[config.mk]
export PLATFORM = sky130hd
export DESIGN_NAME = i2c_glitch_filter_flat
export DESIGN_NICKNAME = d
export VERILOG_FILES = /design/src/rtl/i2c_glitch_filter_pkg.sv /design/src/rtl/i2c_glitch_filter_if.sv /design/src/rtl/i2c_glitch_filter_chan.sv /design/src/rtl/i2c_glitch_filter.sv /design/src/flat_wrapper.sv
export SDC_FILE = /design/constraint.sdc
export NUM_CORES = 1
export LEC_CHECK = 0
export ABC_AREA = 1
export BUFFER_PORTS_ARGS = -buffer_cell sky130_fd_sc_hd__buf_2
export CAP_MARGIN = 40
export CORE_MARGIN = 1
export CORE_UTILIZATION = 53
export DETAILED_ROUTE_END_ITERATION = 7
export PLACE_DENSITY = 0.75
export RECOVER_POWER = 25
export SLEW_MARGIN = 20
export SYNTH_ARGS = -nofsm -noshare
export SYNTH_HDL_FRONTEND = slang
export SYNTH_SLANG_ARGS = --single-unit
export TNS_END_PERCENT = 100
[constraint.sdc]
create_clock -name clk -period 1.3 [get_ports clk]
set_input_delay 0.065 -clock clk [delete_from_list [all_inputs] [get_ports clk]]
set_output_delay 0.065 -clock clk [all_outputs]
set_load 0.005 [all_outputs]
[src/rtl/i2c_glitch_filter_pkg.sv]
// Shared constants for the I2C input glitch filter: channel roles, default
// rejection window and the idle-high synchroniser reset value.
package i2c_filt_pkg;

   localparam int   SCL_CH       = 0;
   localparam int   SDA_CH       = 1;
   localparam int   DEF_FILT_LEN = 8;
   localparam logic SYNC_RST_VAL = 1'b1;

endpackage

[src/rtl/i2c_glitch_filter_if.sv]
// Bundle of the filter's line inputs, window setting and filtered outputs.
// The slave side is the filter itself; the master side is the controller/IOB side.
interface i2c_glitch_filter_if #(
   parameter int NCH   = 2,
   parameter int CNT_W = 4
);

   logic [NCH-1:0]   in;
   logic [CNT_W-1:0] filt_len;
   logic [NCH-1:0]   out;
   logic [NCH-1:0]   rise;
   logic [NCH-1:0]   fall;
   logic             start_det;
   logic             stop_det;
   logic             bus_busy;

   modport master (
      output in, filt_len,
      input  out, rise, fall, start_det, stop_det, bus_busy
   );

   modport slave (
      input  in, filt_len,
      output out, rise, fall, start_det, stop_det, bus_busy
   );

endinterface

[src/rtl/i2c_glitch_filter_chan.sv]
// One filtered line: synchroniser, persistence counter and edge strobes.
// The *_nxt outputs expose the strobes one cycle early for registered consumers.
module i2c_filt_chan
   import i2c_filt_pkg::*;
#(
   parameter int SYNC_STAGES = 2,
   parameter int CNT_W       = 4
) (
   input  logic             clk,
   input  logic             rst_n,
   input  logic             raw,
   input  logic [CNT_W-1:0] filt_len,
   output logic             level,
   output logic             rise,
   output logic             fall,
   output logic             rise_nxt,
   output logic             fall_nxt
);

   localparam logic [CNT_W-1:0] ONE = {{(CNT_W-1){1'b0}}, 1'b1};

   if (SYNC_STAGES < 2) begin : g_bad_sync
      $error("i2c_filt_chan: SYNC_STAGES must be at least 2");
   end

   logic [SYNC_STAGES-1:0] sync;
   logic [CNT_W-1:0]       cnt;
   logic [CNT_W-1:0]       eff_len_m1;
   logic                   s;
   logic                   toggle;

   assign s = sync[SYNC_STAGES-1];

   // A zero window behaves like a one-cycle window
   always_comb begin
      eff_len_m1 = (filt_len == '0) ? '0 : filt_len - ONE;
      toggle     = (s != level) && (cnt >= eff_len_m1);
   end

   assign rise_nxt = toggle & s;
   assign fall_nxt = toggle & ~s;

   always_ff @(posedge clk or negedge rst_n) begin
      if (!rst_n) begin
         sync  <= {SYNC_STAGES{SYNC_RST_VAL}};
         level <= 1'b1;
         cnt   <= '0;
         rise  <= 1'b0;
         fall  <= 1'b0;
      end else begin
         sync <= {sync[SYNC_STAGES-2:0], raw};
         rise <= rise_nxt;
         fall <= fall_nxt;
         if (s == level) begin
            cnt <= '0;
         end else if (toggle) begin
            level <= s;
            cnt   <= '0;
         end else if (cnt != '1) begin
            cnt <= cnt + ONE;
         end
      end
   end

endmodule

[src/rtl/i2c_glitch_filter.sv]
// Multi-channel I2C line filter with optional START/STOP detection on SCL/SDA.
// Define I2C_COND_DET_EN to build the detector; otherwise its outputs are tied low.
module i2c_glitch_filter
   import i2c_filt_pkg::*;
#(
   parameter int NCH         = 2,
   parameter int SYNC_STAGES = 2,
   parameter int CNT_W       = 4
) (
   input  logic                clk,
   input  logic                rst_n,
   i2c_glitch_filter_if.slave  bus
);

   logic [NCH-1:0] out_w;
   logic [NCH-1:0] rise_w;
   logic [NCH-1:0] fall_w;
   logic [NCH-1:0] rise_nxt;
   logic [NCH-1:0] fall_nxt;

   for (genvar i = 0; i < NCH; i++) begin : g_chan
      i2c_filt_chan #(
         .SYNC_STAGES (SYNC_STAGES),
         .CNT_W       (CNT_W)
      ) u_chan (
         .clk      (clk),
         .rst_n    (rst_n),
         .raw      (bus.in[i]),
         .filt_len (bus.filt_len),
         .level    (out_w[i]),
         .rise     (rise_w[i]),
         .fall     (fall_w[i]),
         .rise_nxt (rise_nxt[i]),
         .fall_nxt (fall_nxt[i])
      );
   end

   assign bus.out  = out_w;
   assign bus.rise = rise_w;
   assign bus.fall = fall_w;

`ifdef I2C_COND_DET_EN
   if (NCH < 2) begin : g_bad_nch
      $error("i2c_glitch_filter: START/STOP detection needs NCH >= 2");
   end

   logic start_q;
   logic stop_q;
   logic busy_q;
   logic cond_ok;

   // SDA edges count only with SCL already high and not itself moving this cycle
   always_comb begin
      cond_ok = out_w[SCL_CH] && !rise_nxt[SCL_CH] && !fall_nxt[SCL_CH];
   end

   always_ff @(posedge clk or negedge rst_n) begin
      if (!rst_n) begin
         start_q <= 1'b0;
         stop_q  <= 1'b0;
         busy_q  <= 1'b0;
      end else begin
         start_q <= cond_ok && fall_nxt[SDA_CH];
         stop_q  <= cond_ok && rise_nxt[SDA_CH];
         if (cond_ok && fall_nxt[SDA_CH]) begin
            busy_q <= 1'b1;
         end else if (cond_ok && rise_nxt[SDA_CH]) begin
            busy_q <= 1'b0;
         end
      end
   end

   assign bus.start_det = start_q;
   assign bus.stop_det  = stop_q;
   assign bus.bus_busy  = busy_q;
`else
   logic unused_nxt;
   assign unused_nxt = ^{rise_nxt, fall_nxt};

   assign bus.start_det = 1'b0;
   assign bus.stop_det  = 1'b0;
   assign bus.bus_busy  = 1'b0;
`endif

endmodule

[src/flat_wrapper.sv]
// flat-port wrapper written by rule: the top's interface ports become plain ports
module i2c_glitch_filter_flat import i2c_filt_pkg::*;
#(
   parameter int NCH         = 2,
   parameter int SYNC_STAGES = 2,
   parameter int CNT_W       = 4
)
  (clk, rst_n, bus_in, bus_filt_len, bus_out, bus_rise, bus_fall, bus_start_det, bus_stop_det, bus_bus_busy);
  i2c_glitch_filter_if #(.NCH(NCH), .CNT_W(CNT_W)) bus_i ();
  input  logic clk;
  input  logic rst_n;
  input wire logic [$bits(bus_i.in)-1:0] bus_in;
  input wire logic [$bits(bus_i.filt_len)-1:0] bus_filt_len;
  output wire logic [$bits(bus_i.out)-1:0] bus_out;
  output wire logic [$bits(bus_i.rise)-1:0] bus_rise;
  output wire logic [$bits(bus_i.fall)-1:0] bus_fall;
  output wire logic [$bits(bus_i.start_det)-1:0] bus_start_det;
  output wire logic [$bits(bus_i.stop_det)-1:0] bus_stop_det;
  output wire logic [$bits(bus_i.bus_busy)-1:0] bus_bus_busy;
  assign bus_i.in = bus_in;
  assign bus_i.filt_len = bus_filt_len;
  assign bus_out = bus_i.out;
  assign bus_rise = bus_i.rise;
  assign bus_fall = bus_i.fall;
  assign bus_start_det = bus_i.start_det;
  assign bus_stop_det = bus_i.stop_det;
  assign bus_bus_busy = bus_i.bus_busy;
  i2c_glitch_filter #(.NCH(NCH), .SYNC_STAGES(SYNC_STAGES), .CNT_W(CNT_W)) u_core (.clk(clk), .rst_n(rst_n), .bus(bus_i));
endmodule
# --- Word-level counts from Yosys, hierarchy flattened ---
# Index checks and enable logic that the tools add are counted.
classes:
  n_mux: 7
  n_reduce_logical: 7
  magnitude_cmp: 2
  bitwise: 8
  eq_ne: 6
  add_sub_neg: 3
op_table:
  columns: ["operator", "count"]
  rows:
  - ["$mux 4", 7]
  - ["$add 4x1->4 const B", 2]
  - ["$ge 4x4->1", 2]
  - ["$ne 4x4->1 const B", 2]
  - ["$reduce_bool 3->1", 2]
  - ["$and 1x1->1", 4]
  - ["$logic_not 4->1", 1]
  - ["$not 1->1", 4]
  - ["$reduce_and 2->1", 2]
  - ["$sub 4x1->4 const B", 1]
  - ["$eq 1x1->1", 2]
  - ["$logic_and 1x1->1", 2]
  - ["$ne 1x1->1", 2]
word_totals:
  output_inout_bits: 9
  in_bits: 8
  ff_bits: 18

# --- Longest topological paths before layout ---
# Gate-level depths: netlist of run 1.
logic_depth:
  ltp_word: 6
  ltp_mapped: 10

# --- Cells and area by module ---
# From an unflattened synthesis of run 1, not the netlist that was laid out.
hier_totals:
  hier_cells: 150
  hier_area_um2: 1189.9
by_module_without_submodules:
  columns: ["module", "seq_area_each_um2", "cells_per_inst", "area_per_inst_um2", "n_inst"]
  rows:
  - ["i2c_filt_chan", 229.0, 73, 581.8, 2]
  - ["i2c_glitch_filter", 0.0, 4, 26.3, 1]

# --- Least setup slack after synthesis of run 1 ---
# Ideal clock, no wire load.
synth_path:
  path_type: "input -> register"
  startpoint: "in bus_filt_len[2]"
  endpoint: "reg u_core.g_chan[0].u_chan.fall"
  setup_ns: 0.113
  setup_slack_ns: 0.083
  required_ns: 1.187
  stages: 10
  arrival_ns: 1.104
  path_cell_list: "nor2_1 nor3_1 o21ai_0 ha_1 nand2_1 inv_2 nand2_1 nand3_1 nand2_1 inv_1"
synth_via:
  elab_chain_len: 5
synth_lines:
  columns: ["item", "line_no", "text"]
  rows:
  - ["start: declaration", "flat_wrapper.sv:13", "input wire logic [$bits(bus_i.filt_len)-1:0] bus_filt_len;"]
  - ["$sub 4x1->4 or $logic_not 4->1 (tied branches)", "i2c_glitch_filter_chan.sv:36", "eff_len_m1 = (filt_len == '0) ? '0 : filt_len - ONE;"]
  - ["$mux 4 (*)", "i2c_glitch_filter_chan.sv:36", null]
  - ["$ge 4x4->1 (*)", "i2c_glitch_filter_chan.sv:37", "toggle = (s != level) && (cnt >= eff_len_m1);"]
  - ["$logic_and 1x1->1 (*)", "i2c_glitch_filter_chan.sv:37", null]
  - ["$and 1x1->1 (*)", "i2c_glitch_filter_chan.sv:41", "assign fall_nxt = toggle & ~s;"]
  - ["net u_core.g_chan[0].u_chan.fall_nxt", "i2c_glitch_filter_chan.sv:17", "output logic fall_nxt"]
  - ["end signal: assignment", "i2c_glitch_filter_chan.sv:53", "fall <= fall_nxt;"]
  - ["end: declaration", "i2c_glitch_filter_chan.sv:15", "output logic fall,"]
# The timed path passes the listed nets; every way through them passes the cells marked *.
# A chain may end at the register's enable or synchronous reset.

# --- Worst setup path in the final report of run 1 ---
layout_path:
  startpoint: "reg u_core.g_chan[0].u_chan.cnt[1]"
  endpoint: "reg u_core.g_chan[0].u_chan.cnt[1]"
layout_via:
  elab_chain_len: 4
layout_lines:
  columns: ["item", "line_no", "text"]
  rows:
  - ["start: declaration", "i2c_glitch_filter_chan.sv:27", "logic [CNT_W-1:0] cnt;"]
  - ["start signal: assignment", "i2c_glitch_filter_chan.sv:60", "cnt <= cnt + ONE;"]
  - ["$add 4x1->4 or $ge 4x4->1 (tied branches)", "i2c_glitch_filter_chan.sv:60, i2c_glitch_filter_chan.sv:37", null]
  - ["$mux 4 or $logic_and 1x1->1 (tied branches)", "i2c_glitch_filter_chan.sv:59, i2c_glitch_filter_chan.sv:37", null]
  - ["$mux 4", "i2c_glitch_filter_chan.sv:56", "end else if (toggle) begin"]
  - ["$mux 4", "i2c_glitch_filter_chan.sv:54", "if (s == level) begin"]
# Parallel ways exist; a longest one is shown, timed or not. The select of a mux whose other input is x is not followed.

==> results of run 1 <==
## power groups by stage
stage                     clock [mW]  sequential, mW  combinational, mW
final                          0.345           0.809               1.14
after global routing           0.382           0.821               1.28
after CTS                      0.349           0.782              0.814
after detailed placement           0           0.804              0.709
after global placement             0           0.799              0.674
after floorplan                    0           0.782              0.583
## worst min path at each step
stage | startpoint | to | slack (ns) | depth (start not counted)
3_3_place_gp | rst_n | u_core.g_chan[0].u_chan.cnt[2]$_DFFE_PN0P_ | 0.009 | 1
2_1_floorplan | rst_n | u_core.g_chan[0].u_chan.cnt[0]$_DFFE_PN0P_ | -0.23 | 0
3_5_place_dp | rst_n | u_core.g_chan[0].u_chan.cnt[0]$_DFFE_PN0P_ | 0.007 | 1
5_1_grt | u_core.g_chan[1].u_chan.sync[0]$_DFF_PN1_ | u_core.g_chan[1].u_chan.sync[1]$_DFF_PN1_ | 0.37 | 0
4_1_cts | rst_n | u_core.g_chan[1].u_chan.cnt[1]$_DFFE_PN0P_ | 0.21 | 2
6_report | u_core.g_chan[0].u_chan.sync[0]$_DFF_PN1_ | u_core.g_chan[0].u_chan.sync[1]$_DFF_PN1_ | 0.36 | 0
## cells in the final DEF, fill, tap and decap left out, types with 3 or more instances in the layout
cell | netlist | layout
nand2_1 | 30 | 25
inv_1 | 27 | 24
buf_4 | 9 | 15
buf_2 | 0 | 12
dfrtp_1 | 12 | 11
ha_4 | 0 | 7
nor2_2 | 0 | 6
dfstp_2 | 6 | 6
nand3_1 | 6 | 5
nor2_1 | 10 | 4
inv_2 | 1 | 4
nand2_4 | 0 | 4
o21ai_1 | 3 | 4
o21ai_0 | 4 | 3
nand3_2 | 2 | 3
ha_1 | 10 | 3
conb_1 | 1 | 3
clkbuf_4 | 0 | 3
dlygate4sd3_1 | 0 | 3
## flip-flops by register name, summed over array words and instances (netlist names)
register                    flops
u_core.g_chan.u_chan.fall       2
u_core.g_chan.u_chan.cnt        8
u_core.g_chan.u_chan.sync       4
u_core.g_chan.u_chan.rise       2
u_core.g_chan.u_chan.level      2
## per-layer routing
metal,global-route usage,routed length (um),part of all wire,vias up
met5,0,0,0,-
met4,0.100,65,0.025,0
met1,0.219,882,0.34,456
met3,0.0642,88,0.034,8
met2,0.443,1570,0.60,33
li1,-,-,-,473
## critical path, delay by kind of cell (launching register included)
family | cells | cell delay (ns)
adder cells (fa/ha/maj) | 1 | 0.27
AND/OR/NAND/NOR | 5 | 0.51
flip-flops | 1 | 0.44
## layout make-up
| cell class | count | area [sq um] |
|---|---|---|
| inverters | 28 | 105 |
| flip-flops and latches | 18 | 459 |
| fillers | 128 | 443 |
| multi-input cells | 83 | 667 |
| repair buffers | 32 | 218 |
| clock buffers | 4 | 36.3 |
| well taps | 27 | 33.8 |
## kinds of logic after synthesis
kind of cell / Yosys count / synth area share
and+or+nand+nor: 56 / 0.236
buffers and inverters: 37 / 0.156
AOI/OAI and AO/OA: 12 / 0.0632
other: 1 / 0.00338
xor gates and xnor gates: 2 / 0.0158
DFF: 18 / 0.413
adders and majority gates: 10 / 0.113
## metrics by stage
step / setup TNS [ns] / instance area (sq um)
after floorplan: 0 / 1120
after global placement: -1.68 / 1210
after detailed placement: -2.51 / 1210
after CTS: -0.00504 / 1360
after global routing: -0.375 / 1520
final: 0 / 1520
## what timing repair did
| action | CTS | global route |
|---|---|---|
| endpoints found under the setup margin | 13 | 14 |
| setup buffers | 4 | 3 |
| hold buffers | 3 | 0 |
| hold endpoints to repair | 20 | 0 |
| gates resized for setup | 6 | 30 |
| pin swaps | 7 | 18 |
==> qor.csv, run 1 <==
stage,metric,value,unit
critical_path,crit_path_start_kind,flip-flop,
critical_path,cp_common_cell,nand2_1,
route,drt_pass1_iterations,6,
route,via_per_inst,5.05,
sta,layout_setup_ws,0.0121,ns
clock_tree,root_buffer,clkbuf_4,
run,maxCapViolations,0,
synthesis,synth.most_common_cell,nand2_1,
global_routing,antenna_found_initial,0,
die,start_util,0.565,
global_routing,grt_pass1_wl,3450,um
route,wl_per_cell,13.6,um
die,die_y,47.7,um
critical_path,worstSetupEndpointType,flip-flop,
clock_tree,cts_made_buffers,3,
power_and_ir_drop,p_switching,910,uW
synthesis,ys.flop_type,dfrtp_1,
clock_tree,cts_tree,yes,
synthesis,synthCells,136,
critical_path,cp-startpoint,u_core.g_chan[0].u_chan.cnt[1]$_DFFE_PN0P_,
place,gp_congestion,0.777,
cells_and_area,final_util,0.774,
power_and_ir_drop,pwr-share-comb,0.497,
synthesis,ys_warn_count,0,
sta,finalSetupViolCount,0,
critical_path,worst-path-max-fanout,4,
sta,clock_skew,0.00595,ns
clock_tree,clockBufferDepth,2,
clock_tree,htreeDepth,1,
die,coreArea,0.00196,sq mm
die,pin_count,17,
cells_and_area,drive_gt1_frac,0.430,
power_and_ir_drop,p_per_area,1510,mW/mm^2
route,vias,970,
route,drc,0,
critical_path,cp_cell_sequence,ha_4 > nand2_1 > nand2_1 > nand2_4 > nand4_4 > nor2_2,
place,dp_cells,178,
die,rows,16,
cells_and_area,num-nets-final,184,
synthesis,synth-edff-count,0,
cells_and_area,stdcell_count,192,
die,die_w,47.7,um
route,drt_iter0_markers,16,
critical_path,slowest_delay,0.44,ns
sta,post-route-period-util,0.991,
synthesis,postSynth.asyncResetShare,1.00,
critical_path,cp.required,1.53,ns
power_and_ir_drop,switching_share,0.397,
critical_path,arrival,1.52,ns
sta,fmax,0.776,GHz
clock_tree,clkLatencyLatePin,0.30,ns
power_and_ir_drop,leakage,0.827,nW
hold_path,hp-class,reg -> reg,
route,postRouteAntennaNets,0,
synthesis,synth.avg_cell_area,8.15,sq um
clock_tree,clk_pin_slew,0.10,ns
synthesis,synth-seq-cells,18,
synthesis,synth_top_area_frac,0.271,
synthesis,synthTopCellsByCount,"nand2_1 (30), inv_1 (27), dfrtp_1 (12)",
power_and_ir_drop,peakVddDrop,949,uV
sta,rsz0062_at_grt,yes,
critical_path,reg2reg_slack,0.01,ns
global_routing,grt_pass1_vias,859,
power_and_ir_drop,internal_power,1.38,mW
power_and_ir_drop,seq_power_share,0.353,
sta,hold-worst-slack,0.364,ns
synthesis,synth_area_leaders,"dfrtp_1 (27%), dfstp_2 (14%), ha_1 (11%), nand2_1 (10%), inv_1 (9.1%)",
die,dieArea,0.00228,sq mm
synthesis,synth_largest_area_cell,dfrtp_1,
critical_path,cp_slowest_cell,dfrtp_1,
critical_path,crit_end,u_core.g_chan[0].u_chan.cnt[1]$_DFFE_PN0P_,
global_routing,grt.total_usage,0.228,
critical_path,r2r_end,u_core.g_chan[0].u_chan.cnt[1]$_DFFE_PN0P_,
global_routing,grt_overflow,0,
critical_path,r2r_cells,6,
sta,finalHoldViolCount,0,
synthesis,synth_area,0.00111,sq mm
global_routing,grt_max_degree,19,
place,dp_slack,-0.214,ns
power_and_ir_drop,p_total,2.29,mW
synthesis,yosysSeqAreaShare,0.413,
sta,tightest_slew,0.933,ns
power_and_ir_drop,pwr-share-clk,0.150,
critical_path,path_class,reg -> reg,
clock_tree,cts.sinks,18,
place,dp_hpwl,1520,um
sta,fin_crit,1.29,ns
sta,slew_headroom,0.378,
critical_path,timing.rr.start,u_core.g_chan[0].u_chan.cnt[1]$_DFFE_PN0P_,
cells_and_area,area_growth,37.0,%
route,totalWireLength,2610,um
synthesis,synth.distinct_cells,22,
sta,slew_violations,0,
run_status,status,"complete, no violations",
place,numPortBuffers,13,
cells_and_area,diodes,0,
No activity file was read; power rests on OpenSTA's default activity.
==> inputs of run 2 (changes only) <==
CELL_PAD_IN_SITES_DETAIL_PLACEMENT = 0   (was unset)
CELL_PAD_IN_SITES_GLOBAL_PLACEMENT = 1   (was unset)
CORE_ASPECT_RATIO = 0.5   (was unset)
CORE_UTILIZATION = 41   (was 53)
PLACE_DENSITY = unset   (was 0.75)
PLACE_DENSITY_LB_ADDON = 0.1   (was unset)
==> run 2 against run 1 <==
Net effect:
- register-to-register slack better by 0.03 ns
- clock skew is 0.0048 ns lower
- total power fell by 6.4%
- combinational power shrank 14%
- core utilization fell by 16 points
- non-clock buffer count fell by 1
- clock power up 9.0%
- maximum frequency rose by 2.7%
- first-iteration DRC count up 44%
- via count is 12% lower
- critical endpoint is now u_core.g_chan[0].u_chan.cnt[3]$_DFFE_PN0P_
==> qor.csv, run 2 (synthesis gave the netlist of run 1 again) <==
stage,metric,value,unit,change
sta,clock_skew,0.00111,ns,-0.00484 ns
critical_path,cp_slowest_cell,dfrtp_1,,
sta,finalHoldViolCount,0,,unchanged
global_routing,grt_pass1_vias,709,,-17%
critical_path,cp.required,1.44,ns,-0.09 ns
global_routing,grt.total_usage,0.145,,-0.0831
place,dp_slack,-0.219,ns,-0.00540 ns
die,coreArea,0.00239,sq mm,+22%
route,drc,0,,unchanged
critical_path,timing.rr.start,u_core.g_chan[0].u_chan.cnt[0]$_DFFE_PN0P_,,
route,drt_iter0_markers,23,,+7
critical_path,arrival,1.39,ns,-0.13 ns
cells_and_area,drive_gt1_frac,0.374,,-0.0561
run_status,status,"complete, no violations",,
power_and_ir_drop,peakVddDrop,801,uV,-16%
critical_path,cp_top_family,flip-flops,,
place,dp_hpwl,1350,um,-12%
critical_path,reg2reg_slack,0.05,ns,+0.03 ns
place,numPortBuffers,13,,unchanged
sta,fin_crit,1.25,ns,-0.0337 ns
sta,fmax,0.797,GHz,+2.7%
clock_tree,root_buffer,clkbuf_8,,
cells_and_area,register_area,458,sq um,-0.27%
sta,layout_setup_ws,0.0458,ns,+0.0337 ns
run,maxCapViolations,0,,unchanged
cells_and_area,layout_common_cells,"nand2_1 (26), inv_1 (25), buf_4 (15), buf_2 (12), dfrtp_1 (12)",,
sta,rsz0062_at_grt,yes,,
cells_and_area,top_register,u_core.g_chan.u_chan.cnt,,
die,pin_count,17,,unchanged
die,rows,12,,-4
clock_tree,htreeDepth,1,,unchanged
critical_path,crit_path_start_kind,flip-flop,,
critical_path,slowest_delay,0.39,ns,-0.05 ns
sta,post-route-period-util,0.965,,-0.0259
power_and_ir_drop,p_per_area,1460,mW/mm^2,-3.5%
clock_tree,clockBufferDepth,2,,unchanged
hold_path,hp-class,in -> async,,
clock_tree,cts_tree,yes,,
place,gp_congestion,0.808,,+4.1%
cells_and_area,num-nets-final,183,,-0.54%
route,wl_per_cell,9.98,um,-26%
route,totalWireLength,1980,um,-24%
sta,slew_violations,0,,unchanged
route,postRouteAntennaNets,0,,unchanged
power_and_ir_drop,leakage,0.828,nW,+0.13%
cells_and_area,diodes,0,,unchanged
sta,finalSetupViolCount,0,,unchanged
critical_path,worst-path-buf-inv,1,,+1
route,vias,850,,-12%
critical_path,path_class,reg -> reg,,
global_routing,grt_max_degree,19,,unchanged
die,dieArea,0.00293,sq mm,+29%
global_routing,antenna_found_initial,0,,unchanged
cells_and_area,area_growth,32.8,%,
critical_path,worst-path-max-fanout,4,,unchanged
clock_tree,cts_made_buffers,3,,unchanged
cells_and_area,reg_top3,"u_core.g_chan.u_chan.cnt x8, u_core.g_chan.u_chan.sync x4",,
global_routing,grt_pass1_wl,2960,um,-14%
sta,hold-worst-slack,0.302,ns,-0.0629 ns
clock_tree,clkLatencyLatePin,0.24,ns,-0.06 ns
cells_and_area,largest_reg_flops,8,,unchanged
critical_path,r2r_cells,5,,-1
die,die_w,75.5,um,+58%
cells_and_area,mostFrequentLayoutCell,nand2_1,,
cells_and_area,multi_input_comb_area,617,sq um,-7.5%
critical_path,worstSetupEndpointType,flip-flop,,
clock_tree,cts.sinks,18,,unchanged
clock_tree,clk_pin_slew,0.07,ns,-0.03 ns
die,start_util,0.464,,-0.101
cells_and_area,fillers,203,,+59%
critical_path,r2r_end,u_core.g_chan[0].u_chan.cnt[3]$_DFFE_PN0P_,,
route,via_per_inst,4.29,,-15%
route,drt_pass1_iterations,4,,-2
global_routing,grt_overflow,0,,unchanged
die,die_y,38.8,um,-19%
critical_path,cp_cell_sequence,buf_4 > ha_2 > or2_0 > o21ai_1 > nor2_1,,
## run 2: changes by cell type in the layout (fill, tap and decap cells not counted), sizes merged
cell    change
buf         -1
clkbuf      -1
## run 2: layout make-up
type / count / share of cell area
Sequential cell: 18 / 0.311
Tap cell: 35 / 0.0297
Timing Repair Buffer: 31 / 0.141
Inverter: 28 / 0.0714
Clock buffer: 3 / 0.0280
Multi-Input combinational cell: 83 / 0.419
## run 2: repair_timing
| item | 4_1_cts | 5_1_grt |
|---|---|---|
| pin swaps | 1 | 13 |
| buffers inserted | 1 | 5 |
| resized for setup | 0 | 27 |
| endpoints found under the hold margin | 14 | 0 |
| endpoints found under the setup margin | 7 | 14 |
| hold buffers | 3 | 0 |
## run 2: how the worst max path moves through the flow
stage	from	depth (start not counted)	slack [ns]	end
floorplan	bus_filt_len[2]	10	0.08	u_core.g_chan[0].u_chan.fall$_DFF_PN0_
global placement	bus_filt_len[2]	11	-0.17	u_core.g_chan[0].u_chan.fall$_DFF_PN0_
detailed placement	bus_filt_len[2]	11	-0.22	u_core.g_chan[0].u_chan.rise$_DFF_PN0_
CTS	u_core.g_chan[0].u_chan.cnt[0]$_DFFE_PN0P_	8	-0.005	u_core.g_chan[0].u_chan.rise$_DFF_PN0_
global route	u_core.g_chan[0].u_chan.cnt[1]$_DFFE_PN0P_	6	-0.01	u_core.g_chan[0].u_chan.cnt[2]$_DFFE_PN0P_
finish	u_core.g_chan[0].u_chan.cnt[0]$_DFFE_PN0P_	5	0.05	u_core.g_chan[0].u_chan.cnt[3]$_DFFE_PN0P_
## run 2: stage by stage
step | setup TNS, ns | utilization | cell area [sq um] | total power [mW] | instances
2_1_floorplan | 0 | - | 1120 | 1.37 | 138
3_3_place_gp | -1.98 | 0.513 | 1220 | 1.51 | 186
3_5_place_dp | -2.55 | 0.513 | 1220 | 1.51 | 186
4_1_cts | -0.00489 | 0.546 | 1300 | 1.92 | 193
5_1_grt | -0.0223 | 0.617 | 1470 | 2.37 | 198
6_report | 0 | 0.617 | 1470 | 2.15 | 198
## run 2: power breakdown
group	switching [mW]	total, mW	leakage [nW]	internal, mW
Combinational	0.534	0.985	0.580	0.451
Sequential	0.0861	0.786	0.227	0.700
Clock	0.171	0.376	0.0216	0.205
## run 2: routing by layer
layer | vias to the layer above | GRT usage | wire (um)
li1 | 466 | - | -
met1 | 370 | 0.196 | 1040
met2 | 12 | 0.223 | 875
met3 | 2 | 0.0625 | 58
met4 | 0 | 0.0139 | 6
met5 | - | 0 | 0
